File: src/rtl/aes_pkg.sv
// aes_pkg: shared AES types, GF(2^8) helpers and the InvMixColumns FSM encoding
package aes_pkg;
  typedef logic [127:0] state_t;
  typedef logic [31:0] col_t;
  typedef logic [7:0] byte_t;
  localparam byte_t AES_POLY = 8'h1b;
  typedef enum logic [1:0] {IDLE, RUN, DONE} imc_state_e;
  function automatic byte_t xtime(byte_t b);
    return {b[6:0], 1'b0} ^ (b[7] ? AES_POLY : 8'h00);
  endfunction
  // constant multipliers 09/0b/0d/0e are sums of b, 2b, 4b, 8b
  function automatic byte_t gmul(byte_t b, logic [3:0] c);
    byte_t x2, x4, x8;
    x2 = xtime(b);
    x4 = xtime(x2);
    x8 = xtime(x4);
    return (c[3] ? x8 : 8'h00) ^ (c[2] ? x4 : 8'h00) ^ (c[1] ? x2 : 8'h00) ^ (c[0] ? b : 8'h00);
  endfunction
endpackage

File: src/rtl/inv_mixcolumn.sv
// inv_mixcolumn: combinational InvMixColumns of one 32-bit column, a0 in the MSB
module inv_mixcolumn
  import aes_pkg::*;
(
  input  logic [31:0] a,
  output logic [31:0] y
);
  byte_t a0, a1, a2, a3;
  assign {a0, a1, a2, a3} = a;
  assign y = {gmul(a0, 4'he) ^ gmul(a1, 4'hb) ^ gmul(a2, 4'hd) ^ gmul(a3, 4'h9),
              gmul(a0, 4'h9) ^ gmul(a1, 4'he) ^ gmul(a2, 4'hb) ^ gmul(a3, 4'hd),
              gmul(a0, 4'hd) ^ gmul(a1, 4'h9) ^ gmul(a2, 4'he) ^ gmul(a3, 4'hb),
              gmul(a0, 4'hb) ^ gmul(a1, 4'hd) ^ gmul(a2, 4'h9) ^ gmul(a3, 4'he)};
endmodule

File: src/rtl/inv_mixcolumns_seq.sv
// inv_mixcolumns_seq: column-serial InvMixColumns engine, NCOL columns per cycle, valid/ready on both sides
module inv_mixcolumns_seq
  import aes_pkg::*;
#(
  parameter int NCOL = 1
) (
  input  logic         clk,
  input  logic         reset_n,
  input  logic         in_valid,
  output logic         in_ready,
  input  logic [127:0] in_state,
  output logic         out_valid,
  input  logic         out_ready,
  output logic [127:0] out_state,
  output logic         busy
);
  if (NCOL != 1 && NCOL != 2 && NCOL != 4) begin : g_bad_ncol
    $error("inv_mixcolumns_seq: NCOL must be 1, 2 or 4");
  end
  imc_state_e st, nst;
  logic [1:0] col_idx;
  state_t sreg;
  col_t cols [4];
  col_t ncols [4];
  col_t cin [NCOL];
  col_t cout [NCOL];
  logic [1:0] ci [NCOL];
  logic accept, last;
  for (genvar c = 0; c < 4; c++) begin : g_cols
    assign cols[c] = sreg[127-32*c -: 32];
  end
  for (genvar g = 0; g < NCOL; g++) begin : g_mix
    assign ci[g] = col_idx + 2'(g);
    assign cin[g] = cols[ci[g]];
    inv_mixcolumn u_col (.a(cin[g]), .y(cout[g]));
  end
  always_comb begin
    ncols = cols;
    for (int k = 0; k < NCOL; k++) ncols[ci[k]] = cout[k];
  end
  assign in_ready = (st == IDLE) || (st == DONE && out_ready);
  assign accept = in_valid && in_ready;
  assign last = col_idx == 2'(4 - NCOL);
  assign out_valid = st == DONE;
  assign busy = st != IDLE;
  assign out_state = sreg;
  always_comb begin
    nst = st;
    case (st)
      IDLE: nst = accept ? RUN : IDLE;
      RUN: nst = last ? DONE : RUN;
      DONE: nst = out_ready ? (in_valid ? RUN : IDLE) : DONE;
      default: nst = IDLE;
    endcase
  end
  always_ff @(posedge clk or negedge reset_n) begin
    if (!reset_n) begin
      st <= IDLE;
      col_idx <= '0;
      sreg <= '0;
    end else begin
      st <= nst;
      if (accept) begin
        sreg <= in_state;
        col_idx <= '0;
      end else if (st == RUN) begin
        sreg <= {ncols[0], ncols[1], ncols[2], ncols[3]};
        col_idx <= col_idx + 2'(NCOL);
      end
    end
  end
endmodule

File: config.mk
export PLATFORM = sky130hd
export DESIGN_NAME = inv_mixcolumns_seq
export DESIGN_NICKNAME = d
export VERILOG_FILES = /design/src/rtl/aes_pkg.sv /design/src/rtl/inv_mixcolumn.sv /design/src/rtl/inv_mixcolumns_seq.sv
export SDC_FILE = /design/constraint.sdc
export NUM_CORES = 1
export LEC_CHECK = 0
export ABC_AREA = 1
export CORE_MARGIN = 3
export CORE_UTILIZATION = 47
export DETAILED_ROUTE_END_ITERATION = 10
export GPL_ROUTABILITY_DRIVEN = 0
export PLACE_DENSITY_LB_ADDON = 0.08
export SYNTH_ARGS = -nofsm -noshare
export SYNTH_HDL_FRONTEND = slang
export SYNTH_HIERARCHICAL = 1
export SYNTH_SLANG_ARGS = --single-unit
File: constraint.sdc
create_clock -name clk -period 2.7 [get_ports clk]
set_input_delay 0.54 -clock clk [delete_from_list [all_inputs] [get_ports clk]]
set_output_delay 0.54 -clock clk [all_outputs]
set_load 0.01 [all_outputs]
* Yosys cells after proc, flatten, opt, wreduce, memory -nomap -nowiden
Index checks and enable logic that the tools add are counted.
** Storage, ports and cells
- Flip-flop bits (word level) :: 132
- Bits of input ports :: 132
** Operators by class
- $add $sub $neg :: 1
- Order comparisons :: 2
- Equality and inequality tests :: 3
- Muxes and demuxes :: 27
- Bitwise gates (word level) :: 49
- Reduce and logical (&&, ||, !) cells :: 7
** Operators by type and width (count)
- XOR 8 bit :: 45
- two-way mux 128 bit :: 2
- bitwise mux 128 bit :: 1
- two-way mux 32 bit :: 3
- binary-select mux 32 bit (select 2 bit) :: 1
- demux 32 bit (select 2 bit) :: 1
- two-way mux 5 bit :: 12
- XOR 8 x 5 -> 8 bit :: 3
- two-way mux 2 bit :: 4
- case mux 2 bit (3 select lines) :: 1
- == test 2 bit (second input constant) :: 2
- nonzero test 2 bit :: 2
- greater-or-equal comparator 3 bit (second input constant) :: 1
- logical AND 1 bit :: 3
- less-than comparator 3 x 1 -> 1 bit (second input constant) :: 1
- inverter 2 -> 3 bit :: 1
- adder 2 x 1 -> 2 bit (second input constant) :: 1
- == test 2 x 1 -> 1 bit (second input constant) :: 1
- zero test 2 bit :: 1
- two-way mux 1 bit :: 2
- logical OR 1 bit :: 1

* Longest topological paths before layout
- Depth in word-level cells :: 18
- Mapped depth :: 24
- Gate-level depth less buffers :: 20

* Cells and area by module
The synthesis kept the hierarchy.
** By module, submodules not included
- inv_mixcolumns_seq :: instances 1, cells each 1173, area an instance 8032.7 um2
- inv_mixcolumn :: instances 1, cells each 687, area an instance 3727.3 um2

* Worst setup path after synthesis
No wires, ideal clock.
- Path kind :: register -> register
- From :: register col_idx[0]
- To :: register sreg[28] (netlist: out_state[28])
- Library setup time :: 66 ps
- Arrival time :: 2675 ps
- Required time :: 2634 ps
- Setup slack :: -41 ps
- Stages on the path, launching flop included :: 23
- Path buffers :: 3
- Clock period less this slack :: 2741 ps
- Cells stage by stage :: dfrtp_1 > buf_2 > inv_1 > buf_2 > buf_2 > nor2_1 > o22ai_1 > inv_1 > nand2_1 > nand3_1 > nand2_1 > nand2_1 > nand2_1 > nand2_1 > nand2_1 > nand2_1 > nand2_1 > nor2_1 > nor2_1 > nand2_1 > o21ai_0 > nand2_1 > nand2_1
** RTL lines
- start: declaration :: line inv_mixcolumns_seq.sv:21 : logic [1:0] col_idx;
- start signal: assignment :: line inv_mixcolumns_seq.sv:68 : col_idx <= col_idx + 2'(NCOL);
- end signal: assignment :: line inv_mixcolumns_seq.sv:64 : sreg <= in_state;
- end signal: assignment :: line inv_mixcolumns_seq.sv:67 : sreg <= {ncols[0], ncols[1], ncols[2], ncols[3]};
- end: declaration :: line inv_mixcolumns_seq.sv:22 : state_t sreg;

==> summary.md <==
| Metric | Value |
|---|---|
| Endpoints failing setup | 110 |
| Synthesized net count | 1996 |
| Final worst-path cycle share | 109% |
| Final Slew Violations | 0 |
| Wirelength per Cell | 20.4 um |
| Top Ports | 263 |
| H-tree depth | 4 |
| Most frequent cells in the layout | nand2_1, nand3_1, clkdlybuf4s50_1 |
| DR pass1 iterations | 8 |
| Arrival @ worst endpoint | 3.31 ns |
| Synthesis-stage register bit count | 132 |
| Vias/cell | 5.79 |
| Worst Setup End Kind | flop |
| Post-Synthesis Cells | 1860 |
| Final hold slack | 0.0613 ns |
| Sink Count | 132 |
| Clock Tree Root | clkbuf_16 |
| ANT nets after route | 0 |
| Worst r2r path cells | 20 |
| Yosys cell types | 32 |
| Syn_area_per_cell | 6.32 um^2 |
| Post-route worst setup slack | -0.243 ns |
| CP max stage delay | 0.48 ns |
| DRC Markers | 0 |
| GR Util All Layers | 38.6% |
| NumNets Final | 2433 |
| Grt total ovfl | 0 |
| Die Height | 164 um |
| Status | complete, but fails checks |
| Setup Skew | 0.0130 ns |
| Compound-Gate Fraction of Synth Area | 7.86% |
| Failing checks | setup timing |
| Post-synthesis simple-gate area fraction | 41.7% |
| Starting density of the core | 48.1% |
| Clock slew at reported path FFs | 0.07 ns |
| RSZ-0062 raised after global routing | true |
| Async SR Flop Fraction | 100% |
| Fmax achieved | 340 MHz |
| Hold buffer count at cts | 0 |
| Final min period | 2.94 ns |
| Port bufs | 262 |
| Largest net degree at the start of global routing | 129 |
| Top FF cell, synth | dfrtp_1 |
| Via count | 15262 |
| Post-Syn Area | 11800 um^2 |
| Synth warn | 6 |
| Antenna Cells | 0 |
| Min-delay worst type | in -> async |
| Max-cap violations | 0 |
| Rows | 57 |
| Post-Synth Adder-Cell Area | 0.426% |
| Worst skew pair latency | 0.43 ns |
| DP HPWL | 38000 um |
| Core area | 24500 um^2 |
| Initial antenna violation count | 0 |
| Number of enable flip-flop cells after synthesis | 0 |
| Cell repeated most along the worst path | nand2_1 |
| CP max FO | 8 |
| Worst endpoint required time | 3.07 ns |
| TritonCTS clock tree | yes |
| DIE AREA | 27000 um^2 |
| Clock Path Buffers | 2 |
| WL final | 53800 um |
| CTS Buf Count | 17 |
| Worst setup SP type | flop |
| Critical-path cell list | inv_4 > buf_12 > buf_16 > nor2_1 > o22ai_1 > buf_4 > inv_2 > nand2_1 > nand2_4 > buf_4 > nand2_1 > nand2_2 > buf_4 > xor2_1 > xor2_1 > buf_4 > nand2_1 > o21ai_0 > nand2_1 > nand2_1 |
| Initial DRC Count | 2025 |
| Worst rel slew slack | 62.0% |
| Hold Vio Cnt, Final | 0 |
| First-pass GRT wire length | 80000 um |
| Die Wd | 164 um |
| Tightest Pin Transition | 0.570 ns |
| Commonest non-fill, non-tap cell in the layout | nand2_1 |
| CP max-delay cell | dfrtp_2 |
| Post-synthesis mux area share | 0% |
| Proportion of layout cells with a drive suffix above 1 | 23.4% |
| Sequential share of the synthesized area | 28.1% |
| Worst Setup Path Type | reg -> reg |
| Fin Setup TNS | -12.20 ns |
| Largest family of logic cells by synthesized area | simple AND/OR/NAND/NOR gates |
| Post-Synth XOR/XNOR Area | 11.3% |
| Area delta synth->final | 55.7% |
| Vias in the first global route | 14474 |
## layout make-up
| type | count | area [um^2] |
|---|---|---|
| Clock inverter | 15 | 185 |
| Inverter | 161 | 632 |
| Fill cell | 1846 | 6150 |
| Clock buffer | 17 | 425 |
| Tap cell | 324 | 405 |
| Timing Repair Buffer | 542 | 5060 |
| Multi-Input combinational cell | 1443 | 8300 |
| Sequential cell | 132 | 3310 |
## worst paths after layout
| path | startpoint | to | slack [ns] |
|---|---|---|---|
| hold reg to reg | out_state[68] | out_state[68] | 0.54 |
| min in group clk | in_valid | out_state[32] | 0.48 |
| max in group asynchronous | reset_n | out_state[123] | 1.88 |
| setup reg to reg | col_idx[0] | out_state[23] | -0.24 |
| hold / removal | reset_n | out_state[71] | 0.06 |
| setup / recovery | col_idx[0] | out_state[23] | -0.24 |
## flip-flops by register name, summed over array words and instances (netlist names)
name	flops
out_state	128
col_idx	2
st	2
## repair_timing
action,in CTS,in global routing
resized for setup,196,124
setup buffers,17,11
gates cloned,4,0
endpoints found under the setup margin,125,127
pin swaps,50,51
## critical path, delay by kind of cell (launching register included)
kind | cells | cell delay (ns)
AND/OR/NAND/NOR | 8 | 0.62
buffers and inverters | 8 | 1.07
flip-flops | 1 | 0.48
XOR/XNOR | 2 | 0.33
AO/OA/AOI/OAI | 2 | 0.38
## cells by family (layout without fill, tap and decap cells)
logic type                 after synthesis  after routing
buffers and inverters                  286            735
AOI/OAI and AO/OA                      176            176
adders and majority gates                4              4
DFF                                    132            132
xor gates and xnor gates               136            136
and+or+nand+nor                       1126           1127
## layer usage
metal,part of all wire (%),wire [um],track usage [%]
met2,44,23900,60.6
met5,0,0,0
met3,11,5750,7.09
met1,36,19600,48.1
met4,8.5,4560,26.5
## metrics by stage
step / area (um^2) / utilization (%) / cells / setup slack (ns)
after floorplan: 11800 / - / 1860 / 0.000680
after global placement: 16200 / 66.4 / 2571 / -0.365
after detailed placement: 16200 / 66.4 / 2571 / -0.389
after CTS: 17800 / 73.0 / 2624 / -0.132
after global routing: 18300 / 74.9 / 2634 / -0.350
final: 18300 / 74.9 / 2634 / -0.243
## synth_stat cells (2+ instances only)
cell	n	area, um^2
nand2_1	623	2340
nand3_1	393	1970
inv_2	8	30.0
nand2_4	9	101
xor2_2	7	114
dfrtp_1	132	3300
xnor2_4	2	55.1
nand3b_1	7	52.6
buf_2	46	230
xnor2_2	2	32.5
nand3_2	4	40.0
ha_1	4	50.1
xnor2_1	41	359
clkbuf_2	2	10.0
o22ai_1	32	200
inv_1	147	552
nand3b_2	2	22.5
xor2_1	82	718
o21ai_0	143	716
clkbuf_1	49	184
buf_4	13	97.6
buf_1	8	30.0
nand2_2	14	87.6
nor2_1	68	255
nand4_1	4	25.0
buf_6	7	78.8
inv_4	6	37.5
Power is not shown: default switching activity piles up to over one toggle a cycle in this logic, so the estimate is an artifact.
